<file path="config.mk">
export PLATFORM = sky130hd
export DESIGN_NAME = main_control_flat
export DESIGN_NICKNAME = d
export VERILOG_FILES = /design/src/rtl/main_control_if.sv /design/src/rtl/main_control.sv /design/src/flat_wrapper.sv
export SDC_FILE = /design/constraint.sdc
export NUM_CORES = 1
export LEC_CHECK = 0
export BUFFER_PORTS_ARGS = -buffer_cell sky130_fd_sc_hd__buf_2
export CORE_MARGIN = 2
export CORE_UTILIZATION = 38
export DETAILED_ROUTE_END_ITERATION = 10
export PLACE_DENSITY = 0.77
export REMOVE_ABC_BUFFERS = 1
export SLEW_MARGIN = 25
export SYNTH_ARGS = -nofsm -noshare
export SYNTH_HDL_FRONTEND = slang
export SYNTH_SLANG_ARGS = --single-unit
</file>
<file path="constraint.sdc">
create_clock -name clk -period 1.7 [get_ports clk]
set_input_delay 0.255 -clock clk [delete_from_list [all_inputs] [get_ports clk]]
set_output_delay 0.255 -clock clk [all_outputs]
set_load 0.1 [all_outputs]
</file>
<file path="src/rtl/main_control_if.sv">
// main_control_if: opcode in, datapath enables and mux selects out.
interface main_control_if;
   logic [5:0] Op;
   logic       PCWrite, PCWriteCond, IorD, MemRead, MemWrite, MemtoReg, IRWrite;
   logic [1:0] PCSource, AluOp, AluSrcB;
   logic       AluSrcA, RegWrite, RegDst;
   logic [3:0] State;
   modport master (
      input  Op,
      output PCWrite, PCWriteCond, IorD, MemRead, MemWrite, MemtoReg, IRWrite,
      output PCSource, AluOp, AluSrcB, AluSrcA, RegWrite, RegDst, State
   );
   modport slave (
      output Op,
      input  PCWrite, PCWriteCond, IorD, MemRead, MemWrite, MemtoReg, IRWrite,
      input  PCSource, AluOp, AluSrcB, AluSrcA, RegWrite, RegDst, State
   );
endinterface

</file>
<file path="src/rtl/main_control.sv">
// main_control: multicycle MIPS Moore control FSM for lw, sw, R-type, beq, j, addi.
module main_control (
   input logic            clk,
   input logic            reset,
   main_control_if.master bus
);
   localparam logic [5:0] OP_R = 6'b000000, OP_LW = 6'b100011, OP_SW = 6'b101011;
   localparam logic [5:0] OP_BEQ = 6'b000100, OP_J = 6'b000010, OP_ADDI = 6'b001000;
   typedef enum logic [3:0] {
      FETCH = 4'd0, DECODE = 4'd1, MEMADR = 4'd2, MEMRD = 4'd3, MEMWB = 4'd4, MEMWR = 4'd5,
      EXEC = 4'd6, ALUWB = 4'd7, BRANCH = 4'd8, JUMP = 4'd9, ADDIEX = 4'd10, ADDIWB = 4'd11
   } state_t;
   state_t state, next;
   always_ff @(posedge clk)
      state <= reset ? FETCH : next;
   always_comb begin
      next = FETCH;
      case (state)
         FETCH:  next = DECODE;
         DECODE: case (bus.Op)
                    OP_LW, OP_SW: next = MEMADR;
                    OP_R:         next = EXEC;
                    OP_BEQ:       next = BRANCH;
                    OP_J:         next = JUMP;
                    OP_ADDI:      next = ADDIEX;
                    default:      next = FETCH;
                 endcase
         MEMADR: next = (bus.Op == OP_SW) ? MEMWR : MEMRD;
         MEMRD:  next = MEMWB;
         EXEC:   next = ALUWB;
         ADDIEX: next = ADDIWB;
         default: next = FETCH;
      endcase
   end
   // Reset masks every output so no write can slip through while the state register settles.
   always_comb begin
      bus.PCWrite = 1'b0;
      bus.PCWriteCond = 1'b0;
      bus.IorD = 1'b0;
      bus.MemRead = 1'b0;
      bus.MemWrite = 1'b0;
      bus.MemtoReg = 1'b0;
      bus.IRWrite = 1'b0;
      bus.PCSource = 2'b00;
      bus.AluOp = 2'b00;
      bus.AluSrcB = 2'b00;
      bus.AluSrcA = 1'b0;
      bus.RegWrite = 1'b0;
      bus.RegDst = 1'b0;
      bus.State = reset ? 4'd0 : state;
      if (!reset)
         case (state)
            FETCH: begin
               bus.MemRead = 1'b1;
               bus.IRWrite = 1'b1;
               bus.AluSrcB = 2'b01;
               bus.PCWrite = 1'b1;
            end
            DECODE: bus.AluSrcB = 2'b11;
            MEMADR, ADDIEX: begin
               bus.AluSrcA = 1'b1;
               bus.AluSrcB = 2'b10;
            end
            MEMRD: begin
               bus.MemRead = 1'b1;
               bus.IorD = 1'b1;
            end
            MEMWB: begin
               bus.RegWrite = 1'b1;
               bus.MemtoReg = 1'b1;
            end
            MEMWR: begin
               bus.MemWrite = 1'b1;
               bus.IorD = 1'b1;
            end
            EXEC: begin
               bus.AluSrcA = 1'b1;
               bus.AluOp = 2'b10;
            end
            ALUWB: begin
               bus.RegWrite = 1'b1;
               bus.RegDst = 1'b1;
            end
            ADDIWB: bus.RegWrite = 1'b1;
            BRANCH: begin
               bus.AluSrcA = 1'b1;
               bus.AluOp = 2'b01;
               bus.PCWriteCond = 1'b1;
               bus.PCSource = 2'b01;
            end
            JUMP: begin
               bus.PCWrite = 1'b1;
               bus.PCSource = 2'b10;
            end
            default: bus.State = state;
         endcase
   end
endmodule

</file>
<file path="src/flat_wrapper.sv">
// flat-port wrapper written by rule: the top's interface ports become plain ports
module main_control_flat 
  (clk, reset, bus_Op, bus_PCWrite, bus_PCWriteCond, bus_IorD, bus_MemRead, bus_MemWrite, bus_MemtoReg, bus_IRWrite, bus_PCSource, bus_AluOp, bus_AluSrcB, bus_AluSrcA, bus_RegWrite, bus_RegDst, bus_State);
  main_control_if bus_i ();
  input logic clk;
  input logic reset;
  input wire logic [$bits(bus_i.Op)-1:0] bus_Op;
  output wire logic [$bits(bus_i.PCWrite)-1:0] bus_PCWrite;
  output wire logic [$bits(bus_i.PCWriteCond)-1:0] bus_PCWriteCond;
  output wire logic [$bits(bus_i.IorD)-1:0] bus_IorD;
  output wire logic [$bits(bus_i.MemRead)-1:0] bus_MemRead;
  output wire logic [$bits(bus_i.MemWrite)-1:0] bus_MemWrite;
  output wire logic [$bits(bus_i.MemtoReg)-1:0] bus_MemtoReg;
  output wire logic [$bits(bus_i.IRWrite)-1:0] bus_IRWrite;
  output wire logic [$bits(bus_i.PCSource)-1:0] bus_PCSource;
  output wire logic [$bits(bus_i.AluOp)-1:0] bus_AluOp;
  output wire logic [$bits(bus_i.AluSrcB)-1:0] bus_AluSrcB;
  output wire logic [$bits(bus_i.AluSrcA)-1:0] bus_AluSrcA;
  output wire logic [$bits(bus_i.RegWrite)-1:0] bus_RegWrite;
  output wire logic [$bits(bus_i.RegDst)-1:0] bus_RegDst;
  output wire logic [$bits(bus_i.State)-1:0] bus_State;
  assign bus_i.Op = bus_Op;
  assign bus_PCWrite = bus_i.PCWrite;
  assign bus_PCWriteCond = bus_i.PCWriteCond;
  assign bus_IorD = bus_i.IorD;
  assign bus_MemRead = bus_i.MemRead;
  assign bus_MemWrite = bus_i.MemWrite;
  assign bus_MemtoReg = bus_i.MemtoReg;
  assign bus_IRWrite = bus_i.IRWrite;
  assign bus_PCSource = bus_i.PCSource;
  assign bus_AluOp = bus_i.AluOp;
  assign bus_AluSrcB = bus_i.AluSrcB;
  assign bus_AluSrcA = bus_i.AluSrcA;
  assign bus_RegWrite = bus_i.RegWrite;
  assign bus_RegDst = bus_i.RegDst;
  assign bus_State = bus_i.State;
  main_control u_core (.clk(clk), .reset(reset), .bus(bus_i));
endmodule
</file>
==> summary.md, run 1 <==
| Metric | Value |
|---|---|
| First-pass GRT wire length | 2815 microns |
| Detailed Routing Iterations Pass 1 | 4 |
| FP Rows | 13 |
| Synth Area in Compound Gates | 0.2065 |
| Synth Instances | 76 |
| Port Buffers | 27 |
| Fin. Hold Viols | 0 |
| Worst slack, placed | 123.0 ps |
| Worst Skew | 1.132 ps |
| RSZ-0062 raised after global routing | yes |
| Failing checks | negative setup slack |
| Grt peak-use layer | met2 |
| Placed cells | 119 |
| Num CTS Buffers | 3 |
| Total Negative Setup Slacks | -315.7 ps |
| Die ar. | between 1500 and 2000 sq um |
| CTS tree | built |
| Clk root buf | clkbuf_4 |
| Max-slew headroom | 0.6319 |
| Largest registers | u_core.state x4 |
| Critical Path AT | 1510 ps |
| F_max | 565.9 MHz |
| Maximum fanout along the worst path | 7 |
| Power density cells | a little under 400 nW/um^2 |
| Synth Cell Area | 503.0 sq um |
| Synth Register Bits | 4 |
| Pleak | 0.0004830 uW |
| Final setup margin | -66.96 ps |
| Required time of the critical path | 1440 ps |
| Maximum VDD drop | 365.6 uV |
| Largest net degree at the start of global routing | 17 |
| Worst hold-check path type | in2reg |
| Final WL | 2912 microns |
| Drt wl/cell | 22.23 microns |
| GRT met2 Usage | 0.4841 |
| Synth Area in Adders | 0 |
| Post-synthesis mux area share | 0 |
| DRC | 0 |
| Deepest clock path buffer count | 2 |
| Slew @ Worst Pin | 547.0 ps |
| Core area | 1269 sq um |
| Final core utilization | 0.9615 |
| Crit Path Class | reg2out |
| Antenna violations before repair | 0 |
| CP startpoint kind | flip-flop |
| Max-Cap Viols | 0 |
| Worst skew pair latency | approximately 240 ps |
| Biggest register | u_core.state |
| Post-synthesis xor/xnor area fraction | 0.06965 |
| Die Ht | 40.38 microns |
| CTS sink count | 4 |
| Met3 usage | 0.06667 |
| Post-DP HPWL | 1321 microns |
| WHS | 267.6 ps |
| GR Overflow Total | 0 |
| H-Tree Depth | 1 |
| Crit path capture type | primary output |
| Post-DR vias/cell | between 6 and 7 |
| Met1 track demand over resource | 0.2689 |
| Overall routing resource usage | 0.2520 |
| Hold-fix buffers at CTS | 0 |
| Status | complete, but fails checks |
| Ant diodes | 0 |
| Post-Synth Simple-Gate Area | 0.4900 |
| Finish-stage setup viols | 11 |
| Post-route ant nets | 0 |
| Netlist cell types | 28 |
| Main combinational cell family by area after synthesis | simple AND/OR/NAND/NOR gates |
| Starting Density | 0.3964 |
| Avg Cell Area, Syn | ~6.6 sq um |
| Worst-path clk slew | 40 ps |
| I/O pin count | 28 |
| 1st-iter DRT viols | 57 |
| Area Overhead vs Synth | 142.5% |
| Largest register FFs | 4 |
| Yosys warnings | 0 |
| Share of layout cells above drive strength 1 | 0.6379 |
| Time the worst path needs with I/O delays and setup | 1767 ps |
| Placer congestion estimate | 0.9097 |
| Number of global-route vias before repair | 656 |
| Chip width | 40.38 microns |
| Max Slew Vio Count | 0 |
| Period Utilization, post-route | 1.039 |
| Fillers | 27 |
| Sequential fraction of the synthesis area | 0.1592 |
| # nets final | 126 |
| Fin cells | between 100 and 150 |
| Vias after detailed routing | around 880 |
power breakdown:
group          switching, uW  internal (uW)  leakage [uW]
registers               11.9           95.6     0.0000349
logic                    156           86.5      0.000434
clock network           45.8           79.4     0.0000138
total                    214            262      0.000483
kinds of logic (layout without fill, tap and decap cells):
family | count (synthesis) | count (layout)
flops | 4 | 4
compound gates | 14 | 14
simple gates | 46 | 46
buf+inv | 8 | 48
xor+xnor | 4 | 4
cells in the mapped netlist, drive strengths merged:
| cell type | count | area [sq um] |
|---|---|---|
| nor2 | 11 | 41.29 |
| o211ai | 2 | 15.01 |
| nor4 | 3 | 18.77 |
| or4 | 2 | 18.77 |
| o31a | 1 | 8.760 |
| and3 | 2 | 12.51 |
| clkbuf | 5 | 18.77 |
| a31oi | 1 | 6.260 |
| nand3 | 2 | 10.01 |
| nand2b | 3 | 18.77 |
| o21bai | 1 | 7.510 |
| nor4b | 1 | 8.760 |
| a2111oi | 1 | 8.760 |
| or3 | 1 | 11.26 |
| xor2 | 4 | 35.03 |
| a21oi | 3 | 15.01 |
| nor2b | 6 | 37.54 |
| nor3 | 8 | 40.04 |
| nand4 | 1 | 6.260 |
| a21boi | 1 | 7.510 |
| buf | 3 | 18.77 |
| o32ai | 2 | 25.03 |
| dfxtp | 4 | 80.08 |
| o21ai | 2 | 10.01 |
| nand2 | 6 | 22.52 |
critical path: stages, from the launching register on:
cell and delay, ps:
dfxtp_2 330, buf_6 140, nor2_1 180, nand2_2 170, nor3_2 230, buf_12 210
path summary, 6_finish.rpt:
kind         slack (ps)                       start                          to  depth (start not counted)
min reg2reg         630  u_core.state[0]$_SDFF_PP0_  u_core.state[2]$_SDFF_PP0_                          2
min                 270                       reset  u_core.state[0]$_SDFF_PP0_                          2
max reg2reg          20  u_core.state[2]$_SDFF_PP0_  u_core.state[1]$_SDFF_PP0_                          5
max                 -70  u_core.state[2]$_SDFF_PP0_             bus_PCSource[0]                          5
layer usage:
layer  part of all wire  vias up
li1                   -      359
met1               0.32      408
met2               0.53       90
met3              0.087       25
met4              0.063        0
met5                  0        -
area by class of cell:
class	instances	area [sq um]	share of cell area
Clock buffer	3	22.52	0.01846
Multi-Input combinational cell	64	500.5	0.4103
Sequential cell	4	90.09	0.07385
Tap cell	15	18.77	0.01538
Timing Repair Buffer	45	588.1	0.4821
per-stage QoR:
step,instance area (sq um),power [uW]
floorplan,465.4,227.3
global route,1220,486.8
global placement,987.2,313.8
CTS,1065,440.6
detailed placement,987.2,318.9
finish,1220,475.5
placed cells by master (no fill, tap or decap), types with 3 or more instances in the layout:
cell type	instances
nor2b_1	5
nor2_2	5
nand2b_1	3
a21oi_1	3
nor2_1	5
clkbuf_4	3
nand2_1	4
nor3_4	4
buf_4	12
nor3_2	3
buf_2	9
xor2_1	4
buf_12	20
what timing repair did:
action,4_1_cts,5_1_grt
gates cloned,1,1
pin swaps,4,6
gates resized for setup,13,25
setup buffers,1,6
endpoints found under the setup margin,13,14
No activity file was read; power rests on OpenSTA's default activity.
==> inputs of run 2 (changes only) <==
--- a/config.mk
+++ b/config.mk
@@ -9,6 +9,7 @@
 export CORE_MARGIN = 2
 export CORE_UTILIZATION = 38
 export DETAILED_ROUTE_END_ITERATION = 10
+export GPL_TIMING_DRIVEN = 0
 export PLACE_DENSITY = 0.77
 export REMOVE_ABC_BUFFERS = 1
 export SLEW_MARGIN = 25
==> run 2 against run 1 <==
  * The flow still finishes with violations (negative setup slack)
  * Final cell count down 9.2%
  * Register-to-register slack improved by 20 ps
  * Global-route usage decreased by 7.3 points
  * Wire length decreased by 46%
  * Sequential share of layout area up 4.3 points
  * Via count shrank 25%
  * Clock power is 3% lower
  * Critical endpoint is now bus_IRWrite
  * Largest cell class is now multi-input gates
==> summary.md, run 2 (synthesis results as in run 1) <==
| Metric | Value |
|---|---|
| Critical path origin | u_core.state[3]$_SDFF_PP0_ |
| Max-Cap Viols | 0 (unchanged) |
| FP Rows | 13 (unchanged) |
| Time the worst path needs with I/O delays and setup | 1736 ps (-31.20 ps) |
| Slew @ Worst Pin | 483.7 ps (-63.30 ps) |
| CTS tree | built |
| Ant diodes | 0 (unchanged) |
| Clk root buf | clkbuf_4 |
| Worst Skew | 1.037 ps (-0.09550 ps) |
| 1st-iter DRT viols | 11 (-81%) |
| Finish-stage setup viols | 3 (-8) |
| Placed Area | 619.3 sq um (-37%) |
| Pleak | 0.0003536 uW (-27%) |
| Post-route ant nets | 0 (unchanged) |
| Worst slack, placed | -218.1 ps (-341.1 ps) |
| Max-slew headroom | 0.6797 (+0.04778) |
| Period Utilization, post-route | 1.021 (-0.01835) |
| Reg2reg path depth | 3 (-2) |
| Biggest register | u_core.state |
| Chip width | 40.38 microns (unchanged) |
| Placer congestion estimate | 0.8750 (-3.8%) |
| Antenna violations before repair | 0 (unchanged) |
| Post-DR vias/cell | 5.571 (-17%) |
| Maximum fanout along the worst path | 14 (+7) |
| Failing checks | negative setup slack |
| Largest net degree at the start of global routing | 22 (+5) |
| Overall routing resource usage | 0.1793 (-0.07264) |
| F_max | 576.1 MHz (+1.8%) |
| Hold depth | 2 (unchanged) |
| Worst hold-check path type | in2reg |
| Power consumption | 405.9 uW (-15%) |
| Power density cells | 498.4 nW/um^2 (+28%) |
| Critical Path AT | 1480 ps (-30 ps) |
| Area Overhead vs Synth | 61.94% |
| Detailed Routing Iterations Pass 1 | 4 (unchanged) |
| Most common cell after layout, fill and taps aside | buf_4 |
| CTS sink count | 4 (unchanged) |
| Largest register FFs | 4 (unchanged) |
| I/O pin count | 28 (unchanged) |
| Number of global-route vias before repair | 420 (-36%) |
| Die Ht | 40.38 microns (unchanged) |
| H-Tree Depth | 1 (unchanged) |
| Num CTS Buffers | 3 (unchanged) |
| First-pass GRT wire length | 2001 microns (-29%) |
| Starting Density | 0.3964 (unchanged) |
| Post-DP HPWL | 890.8 microns (-33%) |
| RSZ-0062 raised after global routing | yes |
| Final WL | 1568 microns (-46%) |
| Crit Path Class | reg2out |
| CP startpoint kind | flip-flop |
| RR Startpoint | u_core.state[3]$_SDFF_PP0_ |
| Max Slew Vio Count | 0 (unchanged) |
| Vias after detailed routing | 663 (-25%) |
| Worst-path clk slew | 40 ps (about the same) |
| GR Overflow Total | 0 (unchanged) |
| Final setup margin | -35.76 ps (+31.20 ps) |
| Hold endpoint | u_core.state[3]$_SDFF_PP0_ |
| Design area | 814.5 sq um (-33%) |
| Largest registers | u_core.state x4 |
| Crit path capture type | primary output |
| Share of layout cells above drive strength 1 | 0.4615 (-0.1764) |
| Die ar. | 1631 sq um (unchanged) |
| Deepest clock path buffer count | 2 (unchanged) |
| Core area | 1269 sq um (unchanged) |
| Hold Startpoint | bus_Op[4] |
| # nets final | 114 (-9.5%) |
| DRC | 0 (unchanged) |
| Fin. Hold Viols | 0 (unchanged) |
| WHS | 280.3 ps (+12.73 ps) |
| Fillers | 114 (+320%) |
| Most frequent cells in the layout | 13 x buf_4, 12 x buf_2, 10 x nor2_1 |
| Port Buffers | 27 (unchanged) |
| Worst skew pair latency | 230 ps (about the same) |
| Drt wl/cell | 13.18 microns (-41%) |
| Maximum VDD drop | 278.3 uV (-24%) |
| Required time of the critical path | 1440 ps (about the same) |
| Flop2flop setup slack | 40 ps (+20 ps) |
| Status | complete, but fails checks |
| R2R Path End | u_core.state[3]$_SDFF_PP0_ |
run 2: timing repair:
| action | 4_1_cts | 5_1_grt |
|---|---|---|
| setup buffers | 1 | 5 |
| resized for setup | 30 | 12 |
| hold buffers | 0 | 0 |
| endpoints found under the setup margin | 20 | 15 |
| pin swaps | 2 | 0 |
| cloned | 0 | 0 |
run 2: layout make-up:
cell class	instances	area, sq um	share of cell area
multi-input cells	64	419.2	0.5146
well taps	15	18.77	0.02304
clock buffers	3	22.52	0.02765
flip-flops and latches	4	95.09	0.1167
repair buffers	33	259.0	0.3180
run 2: metal layers:
| layer | vias to the layer above | wire (microns) | GRT usage |
|---|---|---|---|
| met5 | - | 0 | 0 |
| met4 | 0 | 0 | 0 |
| met3 | 0 | 38 | 0.03333 |
| met2 | 13 | 816 | 0.2937 |
| met1 | 310 | 713 | 0.2557 |
| li1 | 340 | - | - |
run 2: power breakdown:
part	leakage (uW)	switching (uW)	internal, uW	total, uW
combinational	0.000304	126	52.0	178
sequential	0.0000355	14.3	92.7	107
clock	0.0000138	41.9	79.2	121
total	0.000354	182	224	406
run 2: how the worst max path moves through the flow:
stage,to,slack (ps),depth (start not counted)
6_report,bus_IRWrite,-40,3
5_1_grt,bus_AluSrcA,-70,3
4_1_cts,bus_IRWrite,-40,3
3_5_place_dp,bus_AluSrcA,-220,3
2_1_floorplan,bus_AluSrcA,-3960,2
3_3_place_gp,bus_AluSrcA,-190,3
run 2: worst max-delay path: stages (launching register included):
cell      delay, ps
dfxtp_4         390
or3_4           430
nor3_2          150
clkbuf_8        270
run 2: per-stage QoR:
stage          utilization  setup TNS, ps  instances
6_report            0.6420         -92.75        119
5_1_grt             0.6420         -377.6        119
4_1_cts             0.5740         -128.7        114
3_5_place_dp        0.4882         -922.2        110
3_3_place_gp        0.4882         -661.7        110
2_1_floorplan            -         -21620         68
